<file path="config.mk">
export PLATFORM = sky130hd
export DESIGN_NAME = float_divider
export DESIGN_NICKNAME = d
export VERILOG_FILES = /design/src/rtl/float_divider.sv
export SDC_FILE = /design/constraint.sdc
export NUM_CORES = 1
export LEC_CHECK = 0
export ABC_AREA = 0
export CORE_AREA = 2 2 174 176
export CTS_CLUSTER_DIAMETER = 40
export CTS_CLUSTER_SIZE = 24
export DETAILED_ROUTE_END_ITERATION = 7
export DIE_AREA = 0 0 176 178
export SYNTH_ARGS = -nofsm -noshare
export SYNTH_HDL_FRONTEND = slang
export SYNTH_SLANG_ARGS = --single-unit
</file>
<file path="constraint.sdc">
create_clock -name clk -period 4.29 [get_ports clk]
set_clock_uncertainty 0.2 [all_clocks]
set_input_delay 0.858 -clock clk [delete_from_list [all_inputs] [get_ports clk]]
set_output_delay 0.858 -clock clk [all_outputs]
set_load 0.05 [all_outputs]
</file>
<file path="src/rtl/float_divider.sv">
// Multi-cycle single-precision divider: fz = fa * (1/fb).
// Sequences the external reciprocal block and arbitrates the shared FPU adder/multiplier.
module float_divider (
  input  logic        clk,
  input  logic        clr,
  input  logic        start,
  input  logic [31:0] fa,
  input  logic [31:0] fb,
  output logic [31:0] fz,
  output logic        busy,
  output logic        done,
  output logic [31:0] frc_fa,
  output logic        frc_en,
  input  logic [31:0] frc_fz,
  input  logic [31:0] frc_fadd_a_in,
  input  logic [31:0] frc_fadd_b_in,
  input  logic [31:0] frc_fmul_a_in,
  input  logic [31:0] frc_fmul_b_in,
  output logic [31:0] fadd_a_in,
  output logic [31:0] fadd_b_in,
  output logic [31:0] fmul_a_in,
  output logic [31:0] fmul_b_in,
  input  logic [31:0] fmul_out
);

  typedef enum logic [1:0] {
    IDLE  = 2'd0,
    RECIP = 2'd1,
    MUL   = 2'd2,
    DONE  = 2'd3
  } state_t;

  state_t      state_q, state_d;
  logic [2:0]  cnt_q, cnt_d;
  logic [31:0] a_q, a_d;
  logic [31:0] b_q, b_d;
  logic [31:0] r_q, r_d;
  logic [31:0] fz_q, fz_d;

  logic a_zero, a_inf, a_nan;
  logic b_zero, b_inf, b_nan;
  logic sgn, special;
  logic [31:0] spec_z;

  // Denormals (exponent 0) are flushed to zero.
  assign a_zero = fa[30:23] == 8'h00;
  assign a_inf  = fa[30:23] == 8'hFF && fa[22:0] == 23'd0;
  assign a_nan  = fa[30:23] == 8'hFF && fa[22:0] != 23'd0;
  assign b_zero = fb[30:23] == 8'h00;
  assign b_inf  = fb[30:23] == 8'hFF && fb[22:0] == 23'd0;
  assign b_nan  = fb[30:23] == 8'hFF && fb[22:0] != 23'd0;
  assign sgn    = fa[31] ^ fb[31];

  always_comb begin
    special = 1'b1;
    spec_z  = 32'h7FC00000;
    if (a_nan || b_nan || (a_zero && b_zero) || (a_inf && b_inf)) begin
      spec_z = 32'h7FC00000;
    end else if (b_zero || a_inf) begin
      spec_z = {sgn, 8'hFF, 23'd0};
    end else if (b_inf || a_zero) begin
      spec_z = {sgn, 31'd0};
    end else begin
      special = 1'b0;
    end
  end

  always_ff @(posedge clk or posedge clr) begin
    if (clr) begin
      state_q <= IDLE;
      cnt_q   <= 3'd0;
      a_q     <= 32'd0;
      b_q     <= 32'd0;
      r_q     <= 32'd0;
      fz_q    <= 32'd0;
    end else begin
      state_q <= state_d;
      cnt_q   <= cnt_d;
      a_q     <= a_d;
      b_q     <= b_d;
      r_q     <= r_d;
      fz_q    <= fz_d;
    end
  end

  always_comb begin
    state_d   = state_q;
    cnt_d     = cnt_q;
    a_d       = a_q;
    b_d       = b_q;
    r_d       = r_q;
    fz_d      = fz_q;
    frc_en    = 1'b0;
    fadd_a_in = 32'd0;
    fadd_b_in = 32'd0;
    fmul_a_in = 32'd0;
    fmul_b_in = 32'd0;
    unique case (state_q)
      IDLE: begin
        if (start) begin
          a_d = fa;
          b_d = fb;
          if (special) begin
            fz_d    = spec_z;
            state_d = DONE;
          end else begin
            cnt_d   = 3'd0;
            state_d = RECIP;
          end
        end
      end
      RECIP: begin
        // Exactly 8 enables keep the reciprocal's own counter wrapping to 0.
        frc_en    = 1'b1;
        fadd_a_in = frc_fadd_a_in;
        fadd_b_in = frc_fadd_b_in;
        fmul_a_in = frc_fmul_a_in;
        fmul_b_in = frc_fmul_b_in;
        cnt_d     = cnt_q + 3'd1;
        if (cnt_q == 3'd7) begin
          r_d     = frc_fz;
          state_d = MUL;
        end
      end
      MUL: begin
        fmul_a_in = a_q;
        fmul_b_in = r_q;
        fz_d      = fmul_out;
        state_d   = DONE;
      end
      DONE: begin
        state_d = IDLE;
      end
      default: state_d = IDLE;
    endcase
  end

  assign fz     = fz_q;
  assign busy   = state_q != IDLE;
  assign done   = state_q == DONE;
  assign frc_fa = b_q;

endmodule

</file>
==> impl_metrics.toml, run 1 <==
[synth]
synth-async-reset-ratio_pct = 100
netlist_top_cells_area = "dfrtp_1 (48%), mux2_2 (16%), a22oi_1 (7.0%)"
synth.largest_area_cell = "dfrtp_1"
synth_adder_area_share_pct = 1.27
synth_compound_area_share_pct = 12.0
avgSynthCellArea_um2 = 10.9
synthMostInstantiatedCell = "dfrtp_1"
synth_top_family_by_area = "simple AND/OR/NAND/NOR gates"
synth-seq-cells = 133
yosysWarnings = 0
synth_top_area_share_pct = 48.3
yosysUniqueCellTypes = 38
ys_seq_area_share_pct = 48.3
netlist_area_um2 = 6880
synthMuxAreaShare_pct = 16.2
postSynthCellCount = 630
synth_common_cells = "dfrtp_1 (133), mux2_2 (97), nor2b_1 (72)"
synth-xor-area-share_pct = 0.127
synth-simple-area-share_pct = 18.7
syn_nets = 896
synth_ff_type = "dfrtp_1"
synth-edff-count = 0

[grt]
antenna_found_initial = 1
grt_overflow = 0
grtUsageTotal_pct = 16.8
grt_pass1_wl_mm = 39.9
grt_max_degree = 134
grt_pass1_vias = 6660

[setup_path]
rr_worst_depth = 6
crit_type = "reg2out"
cp_slowest_stage_delay_ns = 0.82
critPathSlowestCell = "clkdlybuf4s50_1"
cp.depth = 6
crit_required_ns = 3.23
arrival_ns = 3.00
critical_path.max_fanout = 50
end_kind = "primary output"
startpoint_type = "flip-flop"
worstPathCellList = "inv_1 > ha_4 > buf_12 > a22oi_1 > nor2b_1 > clkdlybuf4s50_1"
crit_family = "buffers and inverters"
worst-path-buf-inv = 3

[sta]
relSlewSlack_pct = 40.1
worst_slew_pin_slew_ns = 0.895
slew_viol_final = 0
rsz0062_at_grt = "false"
post-route-period-util_pct = 94.6
max_freq_ghz = 0.246
finalHoldViolations = 0
setup_tns_ns = 0
setup_ws_ns = 0.232
setup_viol = 0
fin_crit_ns = 4.06

[route]
ant_nets = 0
wl_mm = 27.0
dr.pass1.iters = 4
drc = 0
viasPerCell = 4.36
drt_iter0_drc = 264
vias = 6398
wl_per_cell_um = 18.4

[hold_path]
min_path_cells = 2
hold_path.class = "reg2reg"

[clock_tree]
clock-sinks = 133
postCtsSetupRepairBufs = 0
cts.reportedPaths.clkPinSlew_ns = 0.06
cts_tree = "built"
numCtsBuffers = 17
ctsResizeCount = 0
clk_latency_ns = 0.41
cts_buffer_depth = 2
htreeDepth = 4
cts_hold_buf = 0
root_buffer = "clkbuf_16"

[power_and_ir_drop]
seqPwrFrac_pct = 20.6
netSwitchingPower_mw = 5.37
power.density_nw_per_um2 = 864
p_sw_share_pct = 49.7
p_total_mw = 10.8
pwr-share-comb_pct = 65.1
peakVddDrop_uv = 500
clock_power_share_pct = 14.2
p_int_mw = 5.43
p_leak_nw = 4.85

[floorplanning]
rows = 63
initial_core_util_pct = 23.4
coreArea_um2 = 29400
ios = 454
die_w_um = 176
dieHeight_um = 178
dieArea_um2 = 31300

[final_layout]
fin_area_um2 = 12500
layout.cells.non_filler = 1469
fin_nets = 1331
area_growth_pct = 81.6
fillers = 2857
drive_gt1_share_pct = 14.9

[place]
placedInstanceArea_um2 = 11900
place_inst = 1436
detailed_place_hpwl_mm = 20.6
place_congestion = 0.844
dp_slack_ns = 0.644
port-buffer-count = 453

[outcome]
status = "completed"

[job]
cap_violations = 0
## worst reg2reg max path, stage by stage, from the launching register on
cell and delay (ns):
dfrtp_1 0.41, inv_1 0.14, ha_4 0.33, buf_12 0.32, a2bb2oi_4 0.70, buf_4 0.38, o21ai_0 0.12
## layer usage
| layer | wire (um) | global-route usage (%) | vias up | part of all wire, % |
|---|---|---|---|---|
| met5 | 0 | 0 | - | 0 |
| met4 | 525 | 4.96 | 0 | 1.9 |
| met3 | 1650 | 4.77 | 28 | 6.1 |
| met2 | 13400 | 28.8 | 211 | 49 |
| met1 | 11500 | 20.6 | 3072 | 43 |
| li1 | - | - | 3087 | - |
## cell usage in the layout (no fill, tap or decap), types with 3 or more instances in the layout
master	Yosys	final
clkdlybuf4s50_1	0	453
dfrtp_1	133	133
mux2_2	97	97
nor2b_1	72	72
and2_1	65	65
a22oi_1	64	64
nand2_1	57	56
o21ai_0	23	23
clkbuf_16	0	17
nor4_1	13	13
o31ai_2	8	8
buf_4	0	8
inv_1	6	5
nand4_1	4	4
nor2_1	4	4
ha_1	7	4
clkinv_4	0	4
buf_12	0	4
nor3_1	3	3
a21oi_1	3	3
clkinvlp_4	0	3
bufinv_16	0	3
inv_6	0	3
## cells by family after synthesis
group | after synthesis
simple gates | 227
fa+ha+maj | 7
mux | 99
compound gates | 108
flops | 133
buf+inv | 55
xor+xnor | 1
## power by group through the flow
stage	Combinational [mW]	Clock [mW]	Sequential, mW
floorplan	3.74	0	3.10
global placement	7.06	0	2.24
detailed placement	7.09	0	2.25
CTS	7.11	1.59	2.23
global route	7.38	1.66	2.31
finish	7.03	1.54	2.23
## path summary, 6_finish.rpt
| path | to | startpoint | slack (ns) |
|---|---|---|---|
| min in group asynchronous | a_q[18] | clr | 0.80 |
| hold / removal | fz[28] | fz[28] | 0.28 |
| setup / recovery | fmul_b_in[29] | state_q[0] | 0.23 |
| max in group asynchronous | frc_fa[20] | clr | 2.49 |
| hold reg to reg | fz[28] | fz[28] | 0.28 |
| setup reg to reg | fz[19] | state_q[0] | 1.56 |
## final cells by class
type	instances	area, um2	share of cell area (%)
Clock buffer	19	443	3.54
Inverter	6	26.3	0.210
Clock inverter	13	171	1.37
Tap cell	390	488	3.90
Antenna cell	1	2.50	0.0200
Multi-Input combinational cell	442	3370	26.9
Timing Repair Buffer	465	4670	37.4
Sequential cell	133	3330	26.6
## state kept, by name, summed over array words and instances (netlist names)
name and flops:
r_q 32, a_q 32, state_q 2, cnt_q 3
fz 32, frc_fa 32
## per-stage QoR
step	hold slack [ns]	util [%]
2_1_floorplan	0.277	-
3_3_place_gp	0.263	40.4
3_5_place_dp	0.272	40.4
4_1_cts	0.286	42.5
5_1_grt	0.312	42.5
6_report	0.282	42.5
Note: power is estimated with default switching activity, not from simulation.
==> run 2, diff against run 1 <==
Settings changed: TNS_END_PERCENT from default to 50.
==> results of run 2 <==
Final layout, timing and power as in run 1 (identical DEF).
